## src/rtl/mul_issue_if.sv

```systemverilog
// mul_issue_if: pipeline request/return and multiplier-side signals of the MUL issue controller
`ifndef SEL_DIV_WIDTH
`define SEL_DIV_WIDTH 4
`endif
`ifndef SEL_NONE
`define SEL_NONE 4'd0
`endif
`ifndef SEL_MUL
`define SEL_MUL 4'd1
`endif
`ifndef SEL_MULW
`define SEL_MULW 4'd2
`endif
interface mul_issue_if #(parameter int WIDTH = 64);
  logic                      in_valid;
  logic                      in_ready;
  logic [`SEL_DIV_WIDTH-1:0] in_op;
  logic [WIDTH-1:0]          in_rs1;
  logic [WIDTH-1:0]          in_rs2;
  logic                      flush;
  logic                      out_valid;
  logic                      out_ready;
  logic [WIDTH-1:0]          out_result;
  logic                      busy;
  logic [WIDTH-1:0]          mul_a;
  logic [WIDTH-1:0]          mul_b;
  logic [`SEL_DIV_WIDTH-1:0] mul_sig;
  logic                      mul_sign;
  logic [WIDTH-1:0]          mul_result;
  logic                      mul_stall;
  modport slave (
    input  in_valid, in_op, in_rs1, in_rs2, flush, out_ready, mul_result, mul_stall,
    output in_ready, out_valid, out_result, busy, mul_a, mul_b, mul_sig, mul_sign
  );
  modport master (
    output in_valid, in_op, in_rs1, in_rs2, flush, out_ready, mul_result, mul_stall,
    input  in_ready, out_valid, out_result, busy, mul_a, mul_b, mul_sig, mul_sign
  );
endinterface

```

## src/rtl/mul_issue_ctrl.sv

```systemverilog
// mul_issue_ctrl: issues MUL/MULW to the iterative multiplier, returns the product, drains on flush/reset
module mul_issue_ctrl #(
  parameter int WIDTH   = 64,
  parameter int LATENCY = 64
) (
  input logic       clk,
  input logic       reset,
  mul_issue_if.slave bus
);
  typedef enum logic [1:0] {DRAIN, IDLE, BUSY, DONE} state_t;
  state_t           state, state_nxt;
  logic [6:0]       cnt, cnt_nxt;
  logic             op_ok, accept, capture, drain_end;
  logic [WIDTH-1:0] x, y;
  assign op_ok     = bus.in_op == `SEL_MUL || bus.in_op == `SEL_MULW;
  assign accept    = state == IDLE && bus.in_valid && op_ok && !bus.flush;
  // cnt != 0 skips the first BUSY edge, before the multiplier has raised its stall
  assign capture   = state == BUSY && cnt != 7'd0 && !bus.mul_stall && !bus.flush;
  // leave DRAIN on the edge where cnt would reach LATENCY+1; >= also covers a flush on the capture edge
  assign drain_end = state == DRAIN && cnt >= 7'(LATENCY);
  assign x = bus.in_op == `SEL_MULW ? {{(WIDTH-32){bus.in_rs1[31]}}, bus.in_rs1[31:0]} : bus.in_rs1;
  assign y = bus.in_op == `SEL_MULW ? {{(WIDTH-32){bus.in_rs2[31]}}, bus.in_rs2[31:0]} : bus.in_rs2;
  // next state and counter; flush wins over accept, capture and out_ready
  always_comb begin
    state_nxt = state == IDLE  ? (accept ? BUSY : IDLE) :
                state == BUSY  ? (bus.flush ? DRAIN : capture ? DONE : BUSY) :
                state == DONE  ? ((bus.flush || bus.out_ready) ? IDLE : DONE) :
                                 (drain_end ? IDLE : DRAIN);
    cnt_nxt   = (accept || drain_end) ? 7'd0 :
                (state == BUSY || state == DRAIN) ? cnt + 7'd1 : cnt;
  end
  // state, registered handshake outputs, operand prep at accept and result capture
  always_ff @(posedge clk) begin
    if (reset) begin
      state          <= DRAIN;
      cnt            <= 7'd0;
      bus.in_ready   <= 1'b0;
      bus.out_valid  <= 1'b0;
      bus.busy       <= 1'b1;
      bus.mul_sig    <= `SEL_NONE;
      bus.mul_a      <= '0;
      bus.mul_b      <= '0;
      bus.mul_sign   <= 1'b0;
      bus.out_result <= '0;
    end else begin
      state         <= state_nxt;
      cnt           <= cnt_nxt;
      bus.in_ready  <= state_nxt == IDLE;
      bus.out_valid <= state_nxt == DONE;
      bus.busy      <= state_nxt != IDLE;
      bus.mul_sig   <= state_nxt == BUSY ? (accept ? bus.in_op : bus.mul_sig) : `SEL_NONE;
      if (accept) begin
        bus.mul_a    <= x[WIDTH-1] ? -x : x;
        bus.mul_b    <= y[WIDTH-1] ? -y : y;
        bus.mul_sign <= x[WIDTH-1] ^ y[WIDTH-1];
      end
      if (capture) bus.out_result <= bus.mul_result;
    end
  end
endmodule
```

## src/flat_wrapper.sv

```systemverilog
// flat-port wrapper written by rule: the top's interface ports become plain ports
module mul_issue_ctrl_flat 
#(
  parameter int WIDTH   = 64,
  parameter int LATENCY = 64
)
  (clk, reset, bus_in_valid, bus_in_op, bus_in_rs1, bus_in_rs2, bus_flush, bus_out_ready, bus_mul_result, bus_mul_stall, bus_in_ready, bus_out_valid, bus_out_result, bus_busy, bus_mul_a, bus_mul_b, bus_mul_sig, bus_mul_sign);
  mul_issue_if #(.WIDTH(WIDTH)) bus_i ();
  input logic clk;
  input logic reset;
  input wire logic [$bits(bus_i.in_valid)-1:0] bus_in_valid;
  input wire logic [$bits(bus_i.in_op)-1:0] bus_in_op;
  input wire logic [$bits(bus_i.in_rs1)-1:0] bus_in_rs1;
  input wire logic [$bits(bus_i.in_rs2)-1:0] bus_in_rs2;
  input wire logic [$bits(bus_i.flush)-1:0] bus_flush;
  input wire logic [$bits(bus_i.out_ready)-1:0] bus_out_ready;
  input wire logic [$bits(bus_i.mul_result)-1:0] bus_mul_result;
  input wire logic [$bits(bus_i.mul_stall)-1:0] bus_mul_stall;
  output wire logic [$bits(bus_i.in_ready)-1:0] bus_in_ready;
  output wire logic [$bits(bus_i.out_valid)-1:0] bus_out_valid;
  output wire logic [$bits(bus_i.out_result)-1:0] bus_out_result;
  output wire logic [$bits(bus_i.busy)-1:0] bus_busy;
  output wire logic [$bits(bus_i.mul_a)-1:0] bus_mul_a;
  output wire logic [$bits(bus_i.mul_b)-1:0] bus_mul_b;
  output wire logic [$bits(bus_i.mul_sig)-1:0] bus_mul_sig;
  output wire logic [$bits(bus_i.mul_sign)-1:0] bus_mul_sign;
  assign bus_i.in_valid = bus_in_valid;
  assign bus_i.in_op = bus_in_op;
  assign bus_i.in_rs1 = bus_in_rs1;
  assign bus_i.in_rs2 = bus_in_rs2;
  assign bus_i.flush = bus_flush;
  assign bus_i.out_ready = bus_out_ready;
  assign bus_i.mul_result = bus_mul_result;
  assign bus_i.mul_stall = bus_mul_stall;
  assign bus_in_ready = bus_i.in_ready;
  assign bus_out_valid = bus_i.out_valid;
  assign bus_out_result = bus_i.out_result;
  assign bus_busy = bus_i.busy;
  assign bus_mul_a = bus_i.mul_a;
  assign bus_mul_b = bus_i.mul_b;
  assign bus_mul_sig = bus_i.mul_sig;
  assign bus_mul_sign = bus_i.mul_sign;
  mul_issue_ctrl #(.WIDTH(WIDTH), .LATENCY(LATENCY)) u_core (.clk(clk), .reset(reset), .bus(bus_i));
endmodule
```

## config.mk

```make
export PLATFORM = sky130hd
export DESIGN_NAME = mul_issue_ctrl_flat
export DESIGN_NICKNAME = d
export VERILOG_FILES = /design/src/rtl/mul_issue_if.sv /design/src/rtl/mul_issue_ctrl.sv /design/src/flat_wrapper.sv
export SDC_FILE = /design/constraint.sdc
export NUM_CORES = 1
export LEC_CHECK = 0
export CAP_MARGIN = 20
export CORE_ASPECT_RATIO = 1.75
export CORE_UTILIZATION = 35
export DETAILED_ROUTE_END_ITERATION = 7
export PLACE_DENSITY = 0.66
export SETUP_SLACK_MARGIN = 0.02
export SYNTH_ARGS = -nofsm -noshare
export SYNTH_HDL_FRONTEND = slang
export SYNTH_SLANG_ARGS = --single-unit
```

## constraint.sdc

```tcl
create_clock -name clk -period 2.95 [get_ports clk]
set_input_delay 0.295 -clock clk [delete_from_list [all_inputs] [get_ports clk]]
set_output_delay 0.295 -clock clk [all_outputs]
set_load 0.1 [all_outputs]
```

==> results of run 1 <==
## power breakdown
part | switching (mW) | internal (mW) | total [mW]
Combinational | 0.457 | 0.492 | 0.949
Sequential | 0.00385 | 2.82 | 2.83
Clock | 1.19 | 1.90 | 3.09
## cell type report
type | count | area [µm²] | area share (%)
clock buffer | 29 | 616 | 3.73
sequential | 209 | 4180 | 25.4
antenna | 4 | 10.0 | 0.0607
tap | 387 | 484 | 2.94
timing repair buffer | 546 | 4730 | 28.7
multi-input combinational | 1083 | 6240 | 37.8
clock inverter | 9 | 174 | 1.05
inverter | 14 | 52.6 | 0.319
## synth_stat cells, drive strengths merged (2+ instances only)
master	number	area (µm²)
nand2	230	863
dfxtp	209	4180
a21oi	152	764
nor2	132	498
o21ai	82	410
clkbuf	76	285
xor2	54	473
a211oi	51	383
xnor2	51	447
nor3	46	230
or3	34	218
nor4	30	194
a31oi	29	181
o31ai	22	175
nand3	20	100
buf	19	78.8
or4	17	131
inv	14	52.6
a311oi	13	114
o41ai	13	129
nand2b	10	62.6
nand4	9	56.3
mux2i	8	80.1
or2	8	50.1
and2	6	37.5
and4	6	52.6
and3	5	31.3
nand3b	5	37.5
a211o	4	35.0
ha	4	50.1
nor2b	4	25.0
o31a	4	35.0
a221o	3	30.0
nand4b	3	26.3
nor4b	3	32.5
o221ai	3	26.3
a2111oi	2	17.5
o2111ai	2	17.5
o311ai	2	17.5
or4b	2	23.8
## metal layers
metal  up-vias  routed length (µm)
li1       5992                   -
met1      5735               16100
met2       512               22700
met3       120                2760
met4         2                2390
met5         -                  13
## logic make-up after synthesis
kind of cell / after synthesis / synth area share (%)
buf+inv: 109 / 3.86
simple gates: 571 / 24.9
mux: 8 / 0.743
flops: 209 / 38.8
xor+xnor: 105 / 8.53
fa+ha+maj: 4 / 0.464
compound gates: 395 / 22.8
## worst paths after layout
| check | from | to | slack (ps) | depth (start not counted) |
|---|---|---|---|---|
| hold reg to reg | u_core.bus.mul_b[63] | u_core.bus.mul_b[63] | 440 | 2 |
| setup reg to reg | u_core.state[1] | u_core.bus.mul_b[63] | 520 | 7 |
| hold / removal | reset | u_core.bus.mul_a[63] | 230 | 4 |
| setup / recovery | bus_in_op[3] | u_core.bus.mul_b[3] | 390 | 9 |
## flip-flops by register name (all words and copies together), names as in the netlist
| signal | flops |
|---|---|
| u_core.bus.mul_a | 64 |
| u_core.bus.out_result | 64 |
| u_core.bus.mul_sig | 4 |
| u_core.bus.in_ready | 1 |
| u_core.bus.mul_b | 64 |
| u_core.cnt | 7 |
| u_core.bus.busy | 1 |
| u_core.state | 2 |
| u_core.bus.out_valid | 1 |
| u_core.bus.mul_sign | 1 |
## worst max-delay path, stage by stage
cell and delay [ps]:
clkdlybuf4s50_1 460, or4b_2 680, buf_4 220, buf_4 190
nor2_1 200, a21oi_2 90, buf_4 180, or3_1 340
a311oi_1 300
## per-stage QoR
step / power (mW) / util (%) / cell area (µm²)
2_1_floorplan: 3.26 / - / 10800
3_3_place_gp: 3.83 / 52.0 / 15700
3_5_place_dp: 3.83 / 52.0 / 15700
4_1_cts: 6.95 / 54.6 / 16500
5_1_grt: 7.11 / 54.7 / 16500
6_report: 6.86 / 54.7 / 16500
==> run metrics, run 1 <==
status=complete, no violations; Num Clock Sinks=209; GP Congestion=0.950; DRT iter0 DRCs=521; First-pass DRT Iterations=5; CP Launch Type=input pin; largest net degree at the start of global routing=76; routed len/inst=19.3 µm; global-route wire length before repair=66000 µm; most frequent cells in the layout=buf_4, nand2_1, clkdlybuf4s50_1, dfxtp_1, a21oi_1; chip width=135 µm; Final Hold Viols=0; Layout Skew=14.0 ps; worst-margin pin slew=975 ps; WL final=44000 µm; pwr dens=416 mW/mm²; Hold Crit Class=input pin to register; EDFF count, synth=0; total core area=0.0302 mm²; Crit Path Category=input pin to register; yosys warns=0; I/O Buffers=401; htree depth=1; total of max-cap violations=0; placed cells=2239; Vias per Instance=5.42; Area growth syn-to-layout=52.9%; Slew headroom=34.8%; Worst Path Arrival=2980 ps; setup ws final=393 ps; fmax=0.391 GHz; clock root buffer=clkbuf_16; number of global-route vias before repair=12000; grt met1 use=28.3%; Seq cells post-synth=209; busiest grt layer=met2; Layout Cells excl Fill=2281; die area=0.0315 mm²; Total Routing Usage GR=26.9%; top_reg_cell synth=dfxtp_1; total CTS buffers=21; syn avg cell area=7.70 µm²; post-layout min period=2560 ps; sum of negative setup slack=0 ps; RSZ-0062 raised after global routing=false; CTS clk-pin slew, worst paths=70 ps; cts hold-fix bufs=0; chip height=234 µm; Syn Nets=1607; final net count=2081; hold slack=232 ps; Worst EP required=3370 ps; Async SR Flop Fraction=0%; CTS tree=yes; GR Overflow Total=0; Final ANT Viol Nets=0; register area share after synthesis=38.8%; met2 global-route usage=50.5%; LEAKAGE=6.24 nW; worst-skew pair later-pin latency=520 ps; Tcrit/Tclk final=86.7%; Ports=402; pre-CTS WS=-74.0 ps; Fillers=2849; row cnt=84; Initial Util=35.8%; Setup Viol. Count Final=0; initial antenna violation count=5; dpl hpwl=33700 µm; mapped cell area=0.0108 mm²; DR vias=12400; most common cell after layout, fill and taps aside=buf_4; layout cell share with drive strength beyond 1=21.2%; DRC Markers=0; Post-Syn Instances=1401; Yosys cell types=65; Slew Viols, Final=0; highest ir drop seen on vdd=396 µV; # resized after CTS=0; CP Capture Type=register; clock buffer depth=3; met3 usage=3.63%; maximum fanout along the worst path=10; Setup Buffers After CTS=0
Note: power is estimated with default switching activity, not from simulation.
==> run 2: changes to the inputs <==
--- a/config.mk
+++ b/config.mk
@@ -9,6 +9,7 @@
 export CORE_ASPECT_RATIO = 1.75
 export CORE_UTILIZATION = 35
 export DETAILED_ROUTE_END_ITERATION = 7
+export MAX_ROUTING_LAYER = met4
 export PLACE_DENSITY = 0.66
 export SETUP_SLACK_MARGIN = 0.02
 export SYNTH_ARGS = -nofsm -noshare
==> run 2 against run 1 <==
Power decreased by 3.8%. Sequential cell count unchanged. Cell count increased by 0.44%. Combinational power increased by 0.9%. Global-route usage increased by 1.4 points. First-iteration DRC count increased by 25%. Sequential power about the same. Highest routed layer is now met4. Hold slack got worse by 110 ps. Critical endpoint is now u_core.bus.mul_a[61].
==> run metrics, run 2 (same netlist as run 1, synthesis figures left out) <==
status=complete, no violations; highest ir drop seen on vdd=343 µV (-13%); Num Clock Sinks=209 (unchanged); CTS tree=yes; routed len/inst=19.4 µm (+0.59%); DRC Markers=0 (unchanged); Top Family by Delay on Critical Path=simple AND/OR/NAND/NOR gates; worst-skew pair later-pin latency=520 ps (about the same); Slew Viols, Final=0 (unchanged); Layout Cells excl Fill=2291 (+0.44%); P_sw=1.70 mW (+2.9%); DRT iter0 DRCs=652 (+25%); Fillers=2928 (+2.8%); total core area=0.0302 mm² (unchanged); power share of the sequential group=42.8% (+1.6 points); post-layout min period=2490 ps (-70.2 ps); chip height=234 µm (unchanged); Slew headroom=34.6% (-0.21 points); Final Hold Viols=0 (unchanged); CTS clk-pin slew, worst paths=70 ps (about the same); Crit Path Category=input pin to register; layout cell share with drive strength beyond 1=21.7% (+0.55 points); Worst R2R Start=u_core.state[1]; dpl hpwl=34600 µm (+2.7%); Vias per Instance=5.37 (-0.90%); htree depth=1 (unchanged); clock buffer depth=3 (unchanged); crit-path max cell delay=750 ps (+70 ps); worst reg2reg path depth=5 (-2); sum of negative setup slack=0 ps (unchanged); clock power share=42.7% (-2.3 points); R2R Setup Slk=520 ps (about the same); Total Routing Usage GR=28.4% (+1.4 points); Area growth syn-to-layout=53.2%; row cnt=84 (unchanged); total of max-cap violations=0 (unchanged); GR Overflow Total=0 (unchanged); pwr dens=400 mW/mm² (-4.0%); Tcrit/Tclk final=84.3% (-2.4 points); final net count=2092 (+0.53%); First-pass DRT Iterations=5 (unchanged); CP Cell Sequence=clkdlybuf4s50_1 -> or4b_2 -> buf_12 -> buf_4 -> nor2_1 -> buf_4 -> a31oi_1 -> nor3_1 -> buf_4 -> nor3_1 -> a211o_1; Worst Path Arrival=2900 ps (-80 ps); fmax=0.402 GHz (+2.8%); CP Capture Type=register; I/O Buffers=401 (unchanged); setup ws final=463 ps (+70.2 ps); RSZ-0062 raised after global routing=false; Layout Skew=9.96 ps (-4.05 ps); initial antenna violation count=2 (-3); pre-CTS WS=-45.9 ps (+28.0 ps); cts hold-fix bufs=0 (unchanged); Worst Setup SP=bus_in_op[3]; switching share of power=25.7% (+1.7 points); Setup crit end=u_core.bus.mul_a[61]; chip width=135 µm (unchanged); DR vias=12300 (-0.47%); global-route wire length before repair=67500 µm (+2.3%); Final ANT Viol Nets=0 (unchanged); most frequent cells in the layout=buf_4, nand2_1, dfxtp_1, clkdlybuf4s50_1, a21oi_1; Hold Crit Class=input pin to register; maximum fanout along the worst path=13 (+3); CP max-delay cell=or4b_2; Comb power frac=14.5% (+0.7 points); placed cells=2249 (+0.45%); final design utilization=54.8% (+0.11 points); Top cell by count, worst path=buf_4; Ports=402 (unchanged); P_int=4.90 mW (-5.9%); Setup Viol. Count Final=0 (unchanged); total CTS buffers=22 (+4.8%); Top Registers=u_core.bus.mul_a x64, u_core.bus.mul_b x64, u_core.bus.out_result x64; Worst EP required=3360 ps (about the same); Initial Util=35.8% (unchanged); Worst Min Path Start=reset; die area=0.0315 mm² (unchanged); CP Launch Type=input pin; largest net degree at the start of global routing=73 (-3.9%); RR Endpoint=u_core.bus.mul_a[63]; # resized after CTS=0 (unchanged); cell count along the critical path=11 (+2); CP bufs+invs=5 (+1); WL final=44500 µm (+1.0%); worst-margin pin slew=978 ps (+3.10 ps); number of global-route vias before repair=12000 (+0.22%); clock root buffer=clkbuf_16; LEAKAGE=6.25 nW (+0.17%); most common cell after layout, fill and taps aside=buf_4; Setup Buffers After CTS=0 (unchanged); GP Congestion=0.939 (-1.2%)
==> run 2: cell count changes in the layout (fill, tap and decap cells not counted) <==
| cell | before | now |
|---|---|---|
| diode_2 | 4 | 2 |
| clkbuf_16 | 21 | 23 |
| bufinv_16 | 5 | 0 |
| clkinvlp_4 | 0 | 6 |
| clkdlybuf4s50_1 | 209 | 208 |
| buf_4 | 328 | 337 |
| clkinv_2 | 3 | 2 |
| buf_12 | 9 | 11 |
| clkinv_4 | 0 | 1 |
| inv_6 | 1 | 0 |
==> run 2: worst register-to-register path, stage by stage, from the launching register on <==
cell and delay (ps):
dfxtp_1 370, or4_4 470, or3_1 480, or3_1 410, or4_1 510, o21ai_1 130
==> run 2: power groups by stage <==
stage | sequential (mW) | combinational (mW) | clock [mW]
global placement | 2.89 | 0.951 | 0
global route | 2.83 | 1.03 | 3.00
detailed placement | 2.89 | 0.951 | 0
floorplan | 2.89 | 0.372 | 0
CTS | 2.83 | 0.958 | 2.90
finish | 2.83 | 0.958 | 2.82
==> run 2: area by class of cell <==
cell class	instances	area [µm²]	area share, %
timing repair buffer	556	4830	29.2
tap	387	484	2.93
clock inverter	9	63.8	0.386
sequential	209	4180	25.3
multi-input combinational	1083	6240	37.7
inverter	14	52.6	0.318
clock buffer	31	666	4.03
antenna	2	5.00	0.0303
==> run 2: how the worst min path moves through the flow <==
| stage | to | slack (ps) | cells past startpoint |
|---|---|---|---|
| 2_1_floorplan | u_core.bus.mul_a[0] | 430 | 2 |
| 3_3_place_gp | u_core.bus.mul_b[63] | 440 | 2 |
| 3_5_place_dp | u_core.bus.mul_a[53] | 440 | 2 |
| 4_1_cts | u_core.bus.mul_a[49] | 100 | 2 |
| 5_1_grt | u_core.bus.mul_sign | 130 | 2 |
| 6_report | u_core.bus.mul_a[49] | 120 | 2 |
==> run 2: per-layer routing <==
| metal | vias up | track usage [%] | wire [µm] |
|---|---|---|---|
| met2 | 519 | 52.3 | 23200 |
| met4 | 0 | 14.2 | 2220 |
| met3 | 121 | 3.33 | 2670 |
| li1 | 6011 | - | - |
| met5 | - | - | 0 |
| met1 | 5652 | 29.4 | 16300 |
==> run 2: through the flow <==
stage | hold WS (ps) | power (mW) | cell area, µm²
5_1_grt | 126 | 6.86 | 16500
4_1_cts | 103 | 6.68 | 16500
3_5_place_dp | 445 | 3.84 | 15800
6_report | 124 | 6.60 | 16500
2_1_floorplan | 431 | 3.26 | 10800
3_3_place_gp | 435 | 3.84 | 15800
==> run 3: changes to the inputs <==
--- a/config.mk
+++ b/config.mk
@@ -10,7 +10,7 @@
 export CORE_UTILIZATION = 35
 export DETAILED_ROUTE_END_ITERATION = 7
 export MAX_ROUTING_LAYER = met4
-export PLACE_DENSITY = 0.66
+export PLACE_DENSITY = 0.68
 export SETUP_SLACK_MARGIN = 0.02
 export SYNTH_ARGS = -nofsm -noshare
 export SYNTH_HDL_FRONTEND = slang
==> constraint.sdc (replaced) <==
create_clock -name clk -period 2.2 [get_ports clk]
set_input_delay 0.22 -clock clk [delete_from_list [all_inputs] [get_ports clk]]
set_output_delay 0.22 -clock clk [all_outputs]
set_load 0.1 [all_outputs]
==> run 3 against run 2 <==
Critical path depth decreased by 3. Via count grew 6.5%. Highest routed layer unchanged. Final area is 10% higher. Critical path type unchanged. Die area unchanged. Hold slack worse by 11 ps. Count of clock-buffer cells in the layout down 6. Non-clock buffer count rose by 180. Utilization up 5.6 points. Clock skew grew 0.89 ps. Wire length up 9.7%. Sequential share of layout area fell by 2.3 points. First-iteration DRC count fell by 21%. Critical endpoint is now u_core.bus.mul_a[52].
==> run metrics, run 3 (same netlist as run 1, synthesis figures left out) <==
chip width=135 µm (unchanged); Top Family by Delay on Critical Path=simple AND/OR/NAND/NOR gates; met2 global-route usage=58.6% (+6.3 points); Ports=402 (unchanged); largest net degree at the start of global routing=74 (+1.4%); WL final=48800 µm (+9.7%); setup ws final=61.3 ps (-402 ps); Seq. cell area=0.00419 mm² (about the same); status=complete, no violations; pre-CTS WS=-703 ps (-657 ps); final net count=2271 (+8.6%); DRC Markers=0 (unchanged); highest ir drop seen on vdd=522 µV (+52%); clock buffer depth=3 (unchanged); GR Overflow Total=0 (unchanged); Initial Util=35.8% (unchanged); most common cell after layout, fill and taps aside=buf_4; layout cell share with drive strength beyond 1=31.2% (+9.5 points); chip height=234 µm (unchanged); I/O Buffers=401 (unchanged); hold slack=112 ps (-11.5 ps); Final ANT Viol Nets=0 (unchanged); busiest grt layer=met2; met3 usage=5.75% (+2.4 points); worst reg2reg path depth=5 (unchanged); worst-skew pair later-pin latency=530 ps (about the same); CTS clk-pin slew, worst paths=70 ps (about the same); CTS tree=yes; Total Routing Usage GR=31.0% (+2.6 points); Final Hold Viols=0 (unchanged); Hold Path End=u_core.bus.mul_b[35]; hold path depth=2 (unchanged); CP Cell Sequence=clkdlybuf4s50_1 -> or2_4 -> or4_4 -> or4b_4 -> buf_6 -> o31ai_4 -> xnor2_1 -> o21ai_1; Num Clock Sinks=209 (unchanged); placed cell area=0.0171 mm² (+8.2%); R2R Setup Slk=80 ps (-440 ps); Worst EP required=2610 ps (-750 ps); Worst R2R Start=u_core.state[1]; dpl hpwl=38300 µm (+11%); maximum fanout along the worst path=2 (-11); row cnt=84 (unchanged); RR Endpoint=u_core.bus.mul_a[63]; most frequent cells in the layout=buf_4, nand2_1, dfxtp_1, clkdlybuf4s50_1, a21oi_1; total core area=0.0302 mm² (unchanged); htree depth=1 (unchanged); Tcrit/Tclk final=97.2%; Worst Min Path Start=reset; First-pass DRT Iterations=7 (+2); Hold Crit Class=input pin to register; clock root buffer=clkbuf_16; Fillers=2780 (-5.1%); area occupied by multi-input gates=0.00658 mm² (+5.4%); CP Launch Type=input pin; global-route wire length before repair=72400 µm (+7.3%); placed cells=2421 (+7.6%); crit-path max cell delay=550 ps (-200 ps); Layout Skew=10.8 ps (+0.887 ps); CP Capture Type=register; Slew Viols, Final=0 (unchanged); routed len/inst=19.8 µm (+1.9%); Crit Path Category=input pin to register; Setup Viol. Count Final=0 (unchanged); Area growth syn-to-layout=68.8%; CP bufs+invs=2 (-3); Top Registers=u_core.bus.mul_a x64, u_core.bus.mul_b x64, u_core.bus.out_result x64; worst-margin pin slew=693 ps (-285 ps); CP max-delay cell=or4b_4; GP Congestion=0.984 (+4.8%); Slew headroom=53.8% (+19 points); number of global-route vias before repair=13200 (+9.7%); Vias per Instance=5.31 (-1.1%); DR vias=13100 (+6.5%); die area=0.0315 mm² (unchanged); total CTS buffers=21 (-4.5%); pwr dens=493 mW/mm² (+23%); Post-Layout Inst Area=0.0182 mm² (+10%); total of max-cap violations=0 (unchanged); grt met1 use=28.1% (-1.4 points); fmax=0.468 GHz; LEAKAGE=7.35 nW (+18%); DRT iter0 DRCs=518 (-21%); Worst Path Arrival=2550 ps (-350 ps); PnR Total Power=8.97 mW (+36%); post-layout min period=2140 ps; Layout Cells excl Fill=2468 (+7.7%); initial antenna violation count=2 (unchanged)
==> run 3: cell count changes in the layout (fill, tap and decap cells not counted), moves of 7 or more <==
cell,delta
or4_4,+8
buf_4,+177
buf_6,+9
nor4_1,-9
dlygate4sd2_1,+12
clkdlybuf4s50_1,-30
nor3_1,-7
or4_1,-8
dlymetal6s2s_1,+10
==> run 3: worst max-delay path by stage <==
stage | end | cells past startpoint | start
final | u_core.bus.mul_a[52] | 8 | bus_in_rs1[20]
after global routing | u_core.bus.mul_b[62] | 9 | bus_in_rs2[42]
after CTS | u_core.bus.mul_b[47] | 7 | bus_in_rs2[17]
after detailed placement | u_core.bus.mul_b[43] | 8 | bus_in_op[0]
after global placement | u_core.bus.mul_b[47] | 7 | bus_in_rs2[24]
after floorplan | u_core.bus.mul_a[63] | 6 | bus_in_op[3]
==> run 3: report_power, final <==
| group | internal [mW] | switching [mW] |
|---|---|---|
| sequential | 3.79 | 0.00528 |
| combinational | 0.807 | 0.693 |
| clock | 2.05 | 1.63 |
| total | 6.64 | 2.33 |
==> run 3: final cells by class <==
cell class / count / share of cell area (%)
Antenna cell: 2 / 0.0275
Clock buffer: 25 / 3.02
Clock inverter: 12 / 0.749
Inverter: 14 / 0.289
Multi-Input combinational cell: 1083 / 36.1
Sequential cell: 209 / 23.0
Tap cell: 387 / 2.66
Timing Repair Buffer: 736 / 34.2
==> run 3: repair_timing <==
item	CTS	global route
gates cloned	1	0
hold buffers	0	0
resized for setup	46	56
setup endpoints to repair	86	69
buffers inserted	4	3
pin swaps	16	13
==> run 3: routing by layer <==
metal / share of wire [%] / vias to the layer above
li1: - / 6360
met1: 34 / 6103
met2: 54 / 496
met3: 6.2 / 143
met4: 6.1 / 0
met5: 0 / -
==> run 3: per-stage QoR <==
step | utilization [%] | setup TNS, ps
4_1_cts | 59.5 | -78.3
5_1_grt | 60.4 | -39.4
6_report | 60.4 | 0
2_1_floorplan | - | -249
3_5_place_dp | 56.6 | -73180
3_3_place_gp | 56.6 | -69520
